## src/rtl/rpn_pkg.sv

```systemverilog
// Shared types and saturation helpers for the RPN stack engine.
package rpn_pkg;

    typedef enum logic [2:0] {
        OP_NONE,
        OP_PUSH,
        OP_POP,
        OP_ADD,
        OP_SUB,
        OP_MUL
    } op_t;

    typedef enum logic [1:0] {
        IDLE,
        MUL,
        WB
    } state_t;

    function automatic longint satMax(input int w);
        return (longint'(1) << (w - 1)) - longint'(1);
    endfunction

    function automatic longint satMin(input int w);
        return -(longint'(1) << (w - 1));
    endfunction

endpackage

```

## src/rtl/rpn_stack_engine_mult.sv

```systemverilog
// Iterative shift-add signed multiplier: WIDTH cycles per product, sign applied to magnitudes.
module rpn_seq_mult
    import rpn_pkg::*;
#(
    parameter int WIDTH = 8
) (
    input  logic                 i_clk,
    input  logic                 i_rst,
    input  logic                 i_start,
    input  logic [WIDTH-1:0]     i_a,
    input  logic [WIDTH-1:0]     i_b,
    output logic                 o_done,
    output logic [2*WIDTH-1:0]   o_product
);

    localparam int NW = $clog2(WIDTH);

    logic [2*WIDTH-1:0] r_acc;
    logic [2*WIDTH-1:0] r_mcand;
    logic [WIDTH-1:0]   r_mplier;
    logic [NW-1:0]      r_cnt;
    logic               r_active;
    logic               r_neg;
    logic [WIDTH-1:0]   w_magA;
    logic [WIDTH-1:0]   w_magB;

    // Magnitude of the most negative value still fits as an unsigned WIDTH-bit number.
    assign w_magA = i_a[WIDTH-1] ? -i_a : i_a;
    assign w_magB = i_b[WIDTH-1] ? -i_b : i_b;

    always_ff @(posedge i_clk or posedge i_rst) begin
        if (i_rst) begin
            r_acc    <= '0;
            r_mcand  <= '0;
            r_mplier <= '0;
            r_cnt    <= '0;
            r_active <= 1'b0;
            r_neg    <= 1'b0;
        end else if (i_start) begin
            r_acc    <= '0;
            r_mcand  <= {{WIDTH{1'b0}}, w_magA};
            r_mplier <= w_magB;
            r_cnt    <= '0;
            r_active <= 1'b1;
            r_neg    <= i_a[WIDTH-1] ^ i_b[WIDTH-1];
        end else if (r_active) begin
            if (r_mplier[0]) begin
                r_acc <= r_acc + r_mcand;
            end
            r_mcand  <= r_mcand << 1;
            r_mplier <= r_mplier >> 1;
            r_cnt    <= r_cnt + NW'(1);
            if (o_done) begin
                r_active <= 1'b0;
            end
        end
    end

    assign o_done    = r_active && (r_cnt == NW'(WIDTH - 1));
    assign o_product = r_neg ? -r_acc : r_acc;

endmodule

```

## src/rtl/rpn_stack_engine.sv

```systemverilog
// RPN operand stack with add/sub and a sequenced multiply.
// Define RPN_SAT_ARITH_EN to saturate arithmetic results instead of wrapping.
module rpn_stack_engine
    import rpn_pkg::*;
#(
    parameter int WIDTH = 8,
    parameter int DEPTH = 4
) (
    input  logic                     i_clk,
    input  logic                     i_rst,
    input  logic [WIDTH-1:0]         i_value_in,
    input  logic                     i_push_p,
    input  logic                     i_pop_p,
    input  logic                     i_add_p,
    input  logic                     i_sub_p,
    input  logic                     i_mul_p,
    output logic [WIDTH-1:0]         o_top,
    output logic                     o_top_valid,
    output logic [$clog2(DEPTH):0]   o_count,
    output logic                     o_busy,
    output logic                     o_err
);

    localparam int CW = $clog2(DEPTH) + 1;

    logic [WIDTH-1:0]   r_stack [DEPTH];
    logic [CW-1:0]      r_count;
    logic [WIDTH-1:0]   r_top;
    logic               r_top_valid;
    logic               r_busy;
    logic               r_err;
    state_t             r_state;

    state_t             w_stateNext;
    op_t                w_op;
    logic [CW-1:0]      w_cntM1;
    logic [CW-1:0]      w_cntM2;
    logic [CW-1:0]      w_countNext;
    logic [CW-1:0]      w_newTopIdx;
    logic [CW-1:0]      w_wrIdx;
    logic [WIDTH-1:0]   w_wrData;
    logic [WIDTH-1:0]   w_opTop;
    logic [WIDTH-1:0]   w_opNext;
    logic [WIDTH-1:0]   w_addRes;
    logic [WIDTH-1:0]   w_subRes;
    logic [WIDTH-1:0]   w_mulRes;
    logic [WIDTH-1:0]   w_topNext;
    logic [2*WIDTH-1:0] w_prod;
    logic               w_wrEn;
    logic               w_errNext;
    logic               w_start;
    logic               w_mulDone;

    assign w_cntM1     = r_count - CW'(1);
    assign w_cntM2     = r_count - CW'(2);
    assign w_newTopIdx = w_countNext - CW'(1);

    rpn_seq_mult #(.WIDTH(WIDTH)) u_mult (
        .i_clk     (i_clk),
        .i_rst     (i_rst),
        .i_start   (w_start),
        .i_a       (w_opNext),
        .i_b       (w_opTop),
        .o_done    (w_mulDone),
        .o_product (w_prod)
    );

    // Out-of-range indices (count below 2) simply select zero; those commands are rejected anyway.
    always_comb begin
        w_opTop  = '0;
        w_opNext = '0;
        for (int i = 0; i < DEPTH; i++) begin
            if (CW'(i) == w_cntM1) w_opTop  = r_stack[i];
            if (CW'(i) == w_cntM2) w_opNext = r_stack[i];
        end
    end

`ifdef RPN_SAT_ARITH_EN
    localparam logic signed [2*WIDTH-1:0] P_MAX = (2*WIDTH)'(satMax(WIDTH));
    localparam logic signed [2*WIDTH-1:0] P_MIN = (2*WIDTH)'(satMin(WIDTH));
    localparam logic [WIDTH-1:0]          S_MAX = WIDTH'(satMax(WIDTH));
    localparam logic [WIDTH-1:0]          S_MIN = WIDTH'(satMin(WIDTH));

    logic [WIDTH:0] w_sumExt;
    logic [WIDTH:0] w_diffExt;

    assign w_sumExt  = {w_opNext[WIDTH-1], w_opNext} + {w_opTop[WIDTH-1], w_opTop};
    assign w_diffExt = {w_opNext[WIDTH-1], w_opNext} - {w_opTop[WIDTH-1], w_opTop};
    assign w_addRes  = (w_sumExt[WIDTH] != w_sumExt[WIDTH-1])
                     ? (w_sumExt[WIDTH] ? S_MIN : S_MAX) : w_sumExt[WIDTH-1:0];
    assign w_subRes  = (w_diffExt[WIDTH] != w_diffExt[WIDTH-1])
                     ? (w_diffExt[WIDTH] ? S_MIN : S_MAX) : w_diffExt[WIDTH-1:0];
    assign w_mulRes  = ($signed(w_prod) > P_MAX) ? S_MAX
                     : ($signed(w_prod) < P_MIN) ? S_MIN : w_prod[WIDTH-1:0];
`else
    logic w_unusedProdHi;

    assign w_addRes       = w_opNext + w_opTop;
    assign w_subRes       = w_opNext - w_opTop;
    assign w_mulRes       = w_prod[WIDTH-1:0];
    assign w_unusedProdHi = ^w_prod[2*WIDTH-1:WIDTH];
`endif

    always_comb begin
        w_op = OP_NONE;
        if (r_state == IDLE) begin
            if (i_push_p)     w_op = OP_PUSH;
            else if (i_pop_p) w_op = OP_POP;
            else if (i_add_p) w_op = OP_ADD;
            else if (i_sub_p) w_op = OP_SUB;
            else if (i_mul_p) w_op = OP_MUL;
        end
    end

    always_comb begin
        w_stateNext = r_state;
        w_countNext = r_count;
        w_errNext   = r_err;
        w_wrEn      = 1'b0;
        w_wrIdx     = r_count;
        w_wrData    = i_value_in;
        w_start     = 1'b0;
        case (r_state)
            IDLE: begin
                case (w_op)
                    OP_PUSH: begin
                        if (r_count < CW'(DEPTH)) begin
                            w_wrEn      = 1'b1;
                            w_countNext = r_count + CW'(1);
                            w_errNext   = 1'b0;
                        end else begin
                            w_errNext = 1'b1;
                        end
                    end
                    OP_POP: begin
                        if (r_count != '0) begin
                            w_countNext = w_cntM1;
                            w_errNext   = 1'b0;
                        end else begin
                            w_errNext = 1'b1;
                        end
                    end
                    OP_ADD, OP_SUB: begin
                        if (r_count >= CW'(2)) begin
                            w_wrEn      = 1'b1;
                            w_wrIdx     = w_cntM2;
                            w_wrData    = (w_op == OP_ADD) ? w_addRes : w_subRes;
                            w_countNext = w_cntM1;
                            w_errNext   = 1'b0;
                        end else begin
                            w_errNext = 1'b1;
                        end
                    end
                    OP_MUL: begin
                        if (r_count >= CW'(2)) begin
                            w_start     = 1'b1;
                            w_stateNext = MUL;
                        end else begin
                            w_errNext = 1'b1;
                        end
                    end
                    default: ;
                endcase
            end
            MUL: begin
                if (w_mulDone) w_stateNext = WB;
            end
            WB: begin
                w_wrEn      = 1'b1;
                w_wrIdx     = w_cntM2;
                w_wrData    = w_mulRes;
                w_countNext = w_cntM1;
                w_errNext   = 1'b0;
                w_stateNext = IDLE;
            end
            default: w_stateNext = IDLE;
        endcase
    end

    // The new top is either the slot being written this cycle or an existing entry.
    always_comb begin
        w_topNext = '0;
        for (int i = 0; i < DEPTH; i++) begin
            if (CW'(i) == w_newTopIdx) w_topNext = r_stack[i];
        end
        if (w_wrEn && (w_wrIdx == w_newTopIdx)) w_topNext = w_wrData;
        if (w_countNext == '0) w_topNext = '0;
    end

    always_ff @(posedge i_clk or posedge i_rst) begin
        if (i_rst) begin
            r_state     <= IDLE;
            r_count     <= '0;
            r_top       <= '0;
            r_top_valid <= 1'b0;
            r_busy      <= 1'b0;
            r_err       <= 1'b0;
        end else begin
            r_state     <= w_stateNext;
            r_count     <= w_countNext;
            r_top       <= w_topNext;
            r_top_valid <= (w_countNext != '0);
            r_busy      <= (w_stateNext != IDLE);
            r_err       <= w_errNext;
        end
    end

    always_ff @(posedge i_clk) begin
        for (int i = 0; i < DEPTH; i++) begin
            if (w_wrEn && (w_wrIdx == CW'(i))) r_stack[i] <= w_wrData;
        end
    end

    assign o_top       = r_top;
    assign o_top_valid = r_top_valid;
    assign o_count     = r_count;
    assign o_busy      = r_busy;
    assign o_err       = r_err;

endmodule
```

## config.mk

```make
export PLATFORM = sky130hd
export DESIGN_NAME = rpn_stack_engine
export DESIGN_NICKNAME = d
export VERILOG_FILES = /design/src/rtl/rpn_pkg.sv /design/src/rtl/rpn_stack_engine_mult.sv /design/src/rtl/rpn_stack_engine.sv
export SDC_FILE = /design/constraint.sdc
export NUM_CORES = 1
export LEC_CHECK = 0
export BUFFER_PORTS_ARGS = -buffer_cell sky130_fd_sc_hd__buf_2
export CORE_MARGIN = 2
export CORE_UTILIZATION = 40
export CTS_CLUSTER_SIZE = 12
export DETAILED_ROUTE_END_ITERATION = 6
export PLACE_DENSITY = 0.52
export SETUP_SLACK_MARGIN = 0.02
export SLEW_MARGIN = 10
export SYNTH_ARGS = -nofsm -noshare
export SYNTH_HDL_FRONTEND = slang
export SYNTH_SLANG_ARGS = --single-unit
```

## constraint.sdc

```tcl
create_clock -name i_clk -period 5.2 [get_ports i_clk]
set_clock_uncertainty 0.05 [all_clocks]
set_input_delay 0.26 -clock i_clk [delete_from_list [all_inputs] [get_ports i_clk]]
set_output_delay 0.26 -clock i_clk [all_outputs]
set_load 0.02 [all_outputs]
```

==> impl_metrics.env <==
export IMPL_grt_ovfl_total=0
export IMPL_drt_iter0_drc=281
export IMPL_regArea_um2=2090
export IMPL_die_area_um2=15000
export IMPL_rsz0062_at_grt="no"
export IMPL_synth_top_area_share_pct=20.0
export IMPL_drc=0
export IMPL_status="finished clean"
export IMPL_hold_buffers=0
export IMPL_routabilityCongestion=0.855
export IMPL_drtAntennaViolNets=0
export IMPL_yosysTopAreaCell="dfrtp_1"
export IMPL_synth_edf_count=32
export IMPL_yosysSeqAreaShare_pct=37.2
export IMPL_regToRegSetupSlack_ns=0.52
export IMPL_postCtsSetupRepairBufs=0
export IMPL_async_flop_share_pct=58.4
export IMPL_required_ns=5.43
export IMPL_clk_latency_ns=0.35
export IMPL_clkTransAtPathRegs_ns=0.06
export IMPL_wl_per_cell_um=19.3
export IMPL_slew_headroom_pct=35.4
export IMPL_synth_cell_types=62
export IMPL_reg2regPathDepth=14
export IMPL_dpl_cell_area_um2=5930
export IMPL_multiInputGateArea_um2=3280
export IMPL_insertedDiodeCount=0
export IMPL_critPathLaunchType="flip-flop"
export IMPL_critPathMaxFanout=12
export IMPL_syn_nets=679
export IMPL_fin_crit_sh_pct=90.1
export IMPL_grt_pass1_wl_um=25300
export IMPL_drive_gt1_share_pct=10.4
export IMPL_vias=4714
export IMPL_chipWidth_um=122
export IMPL_grt_pass1_vias=4579
export IMPL_tns_ns=0
export IMPL_cts_tree="yes"
export IMPL_grt_usage_pct=22.4
export IMPL_cts_resized=0
export IMPL_areaGrowthSynthToFinish_pct=11.7
export IMPL_hold_violations=0
export IMPL_vias_per_cell=5.71
export IMPL_hp_class="in2async"
export IMPL_yosys_warnings=0
export IMPL_fin_area_um2=6270
export IMPL_ys_flop_type="dfrtp_1"
export IMPL_postSynthCellCount=625
export IMPL_root_buffer="clkbuf_16"
export IMPL_final_core_util_pct=45.6
export IMPL_io_buffers=28
export IMPL_antenna_found_initial=0
export IMPL_netlist_area_um2=5620
export IMPL_cap_violations=0
export IMPL_core_area_um2=13800
export IMPL_reg2reg_from="o_count[1]"
export IMPL_hpwl_um=12200
export IMPL_grt_max_degree=46
export IMPL_end_kind="flip-flop"
export IMPL_dr_pass1_iters=5
export IMPL_layout_cells_most_common_list="54 x a21oi_1, 52 x nand2_1, 45 x dfrtp_1"
export IMPL_cts_buffers=9
export IMPL_io_pins=29
export IMPL_worst_slew_pin_slew_ns=0.967
export IMPL_critPathKind="reg2reg"
export IMPL_fmax_mhz=214
export IMPL_dpl_cell_count=810
export IMPL_h_tree_depth=3
export IMPL_fp_dieH_um=122
export IMPL_rows=43
export IMPL_critical_path_arrival_ns=4.91
export IMPL_worstReg2RegEnd="o_top[4]"
export IMPL_wl_um=15900
export IMPL_instances_no_fill=826
export IMPL_avgSynthCellArea_um2=8.99
export IMPL_synth_area_top_cells="dfrtp_1 20%, edfxtp_1 17%, ha_1 8.2%"
export IMPL_ys_ff_latch=77
export IMPL_finalCriticalPeriod_ns=4.68
export IMPL_slew_viol_final=0
export IMPL_fillCellCount=1379
export IMPL_layout_nets=695
export IMPL_final_common_cell="a21oi_1"
export IMPL_start_util_pct=40.8
export IMPL_setup_viol=0
export IMPL_clockBufferDepth=2
export IMPL_cts_sinks=77
[how the worst max path moves through the flow]
stage	end	from	slack [ns]
3_5_place_dp	o_top[4]	o_count[1]	0.57
6_report	o_top[4]	o_count[1]	0.52
2_1_floorplan	o_top[7]	o_count[1]	1.10
5_1_grt	o_top[7]	o_count[1]	0.22
3_3_place_gp	o_top[4]	o_count[1]	0.50
4_1_cts	o_top[4]	o_count[1]	0.51
[state kept, by name, indices dropped and copies added (netlist names)]
register / flops
u_mult.r_mplier: 8
o_busy: 1
o_err: 1
r_stack: 32
r_state: 2
o_top: 8
u_mult.r_mcand: 8
u_mult.r_acc: 8
o_count: 3
u_mult.r_active: 1
u_mult.r_neg: 1
u_mult.r_cnt: 3
o_top_valid: 1
[routing by layer]
metal	part of all wire (%)	GRT usage, %	vias to the layer above
met1	49	32.0	2268
li1	-	-	2301
met4	1.9	6.82	0
met2	45	34.9	118
met3	3.9	3.72	27
met5	0	0	-
[area by class of cell]
cell class | instances | area share, %
clock inverter | 6 | 1.79
inverter | 36 | 2.15
multi-input combinational | 480 | 52.2
sequential | 77 | 33.3
timing repair buffer | 37 | 3.31
tap | 180 | 3.59
clock buffer | 10 | 3.65
[synthesized netlist by cell type, drive strengths merged (17+ instances only)]
cell	count
a21oi	55
o21ai	27
and2	24
nand2	52
nor2	40
nor2b	27
clkbuf	31
dfrtp	45
edfxtp	32
nor3	25
ha	37
xnor2	21
nand3b	17
inv	36
[kinds of logic after synthesis]
| family | Yosys count | synth area share [%] |
|---|---|---|
| and+or+nand+nor | 214 | 19.9 |
| AOI/OAI and AO/OA | 176 | 21.0 |
| DFF | 77 | 37.2 |
| buffers and inverters | 68 | 4.57 |
| adders and majority gates | 39 | 8.96 |
| xor gates and xnor gates | 32 | 4.99 |
| muxes | 19 | 3.45 |
[worst max-delay path, cell delays in order (launching register included)]
cell      delay, ns
dfrtp_1        0.49
inv_1          0.20
ha_1           0.36
ha_1           0.27
or4b_2         0.63
nand3_1        0.13
mux2i_1        0.08
o22a_1         0.26
ha_1           0.26
o21a_1         0.14
a221o_1        0.35
nor3b_4        0.44
mux2i_1        0.27
a211oi_1       0.48
o21a_1         0.21
[stage by stage]
step	worst slack (ns)	hold WS (ns)
after floorplan	1.10	0.431
after global placement	0.499	0.458
after detailed placement	0.569	0.471
after CTS	0.510	0.127
after global routing	0.218	0.183
final	0.517	0.0885
Power is not shown: default switching activity piles up to over one toggle a cycle in this logic, so the estimate is an artifact.
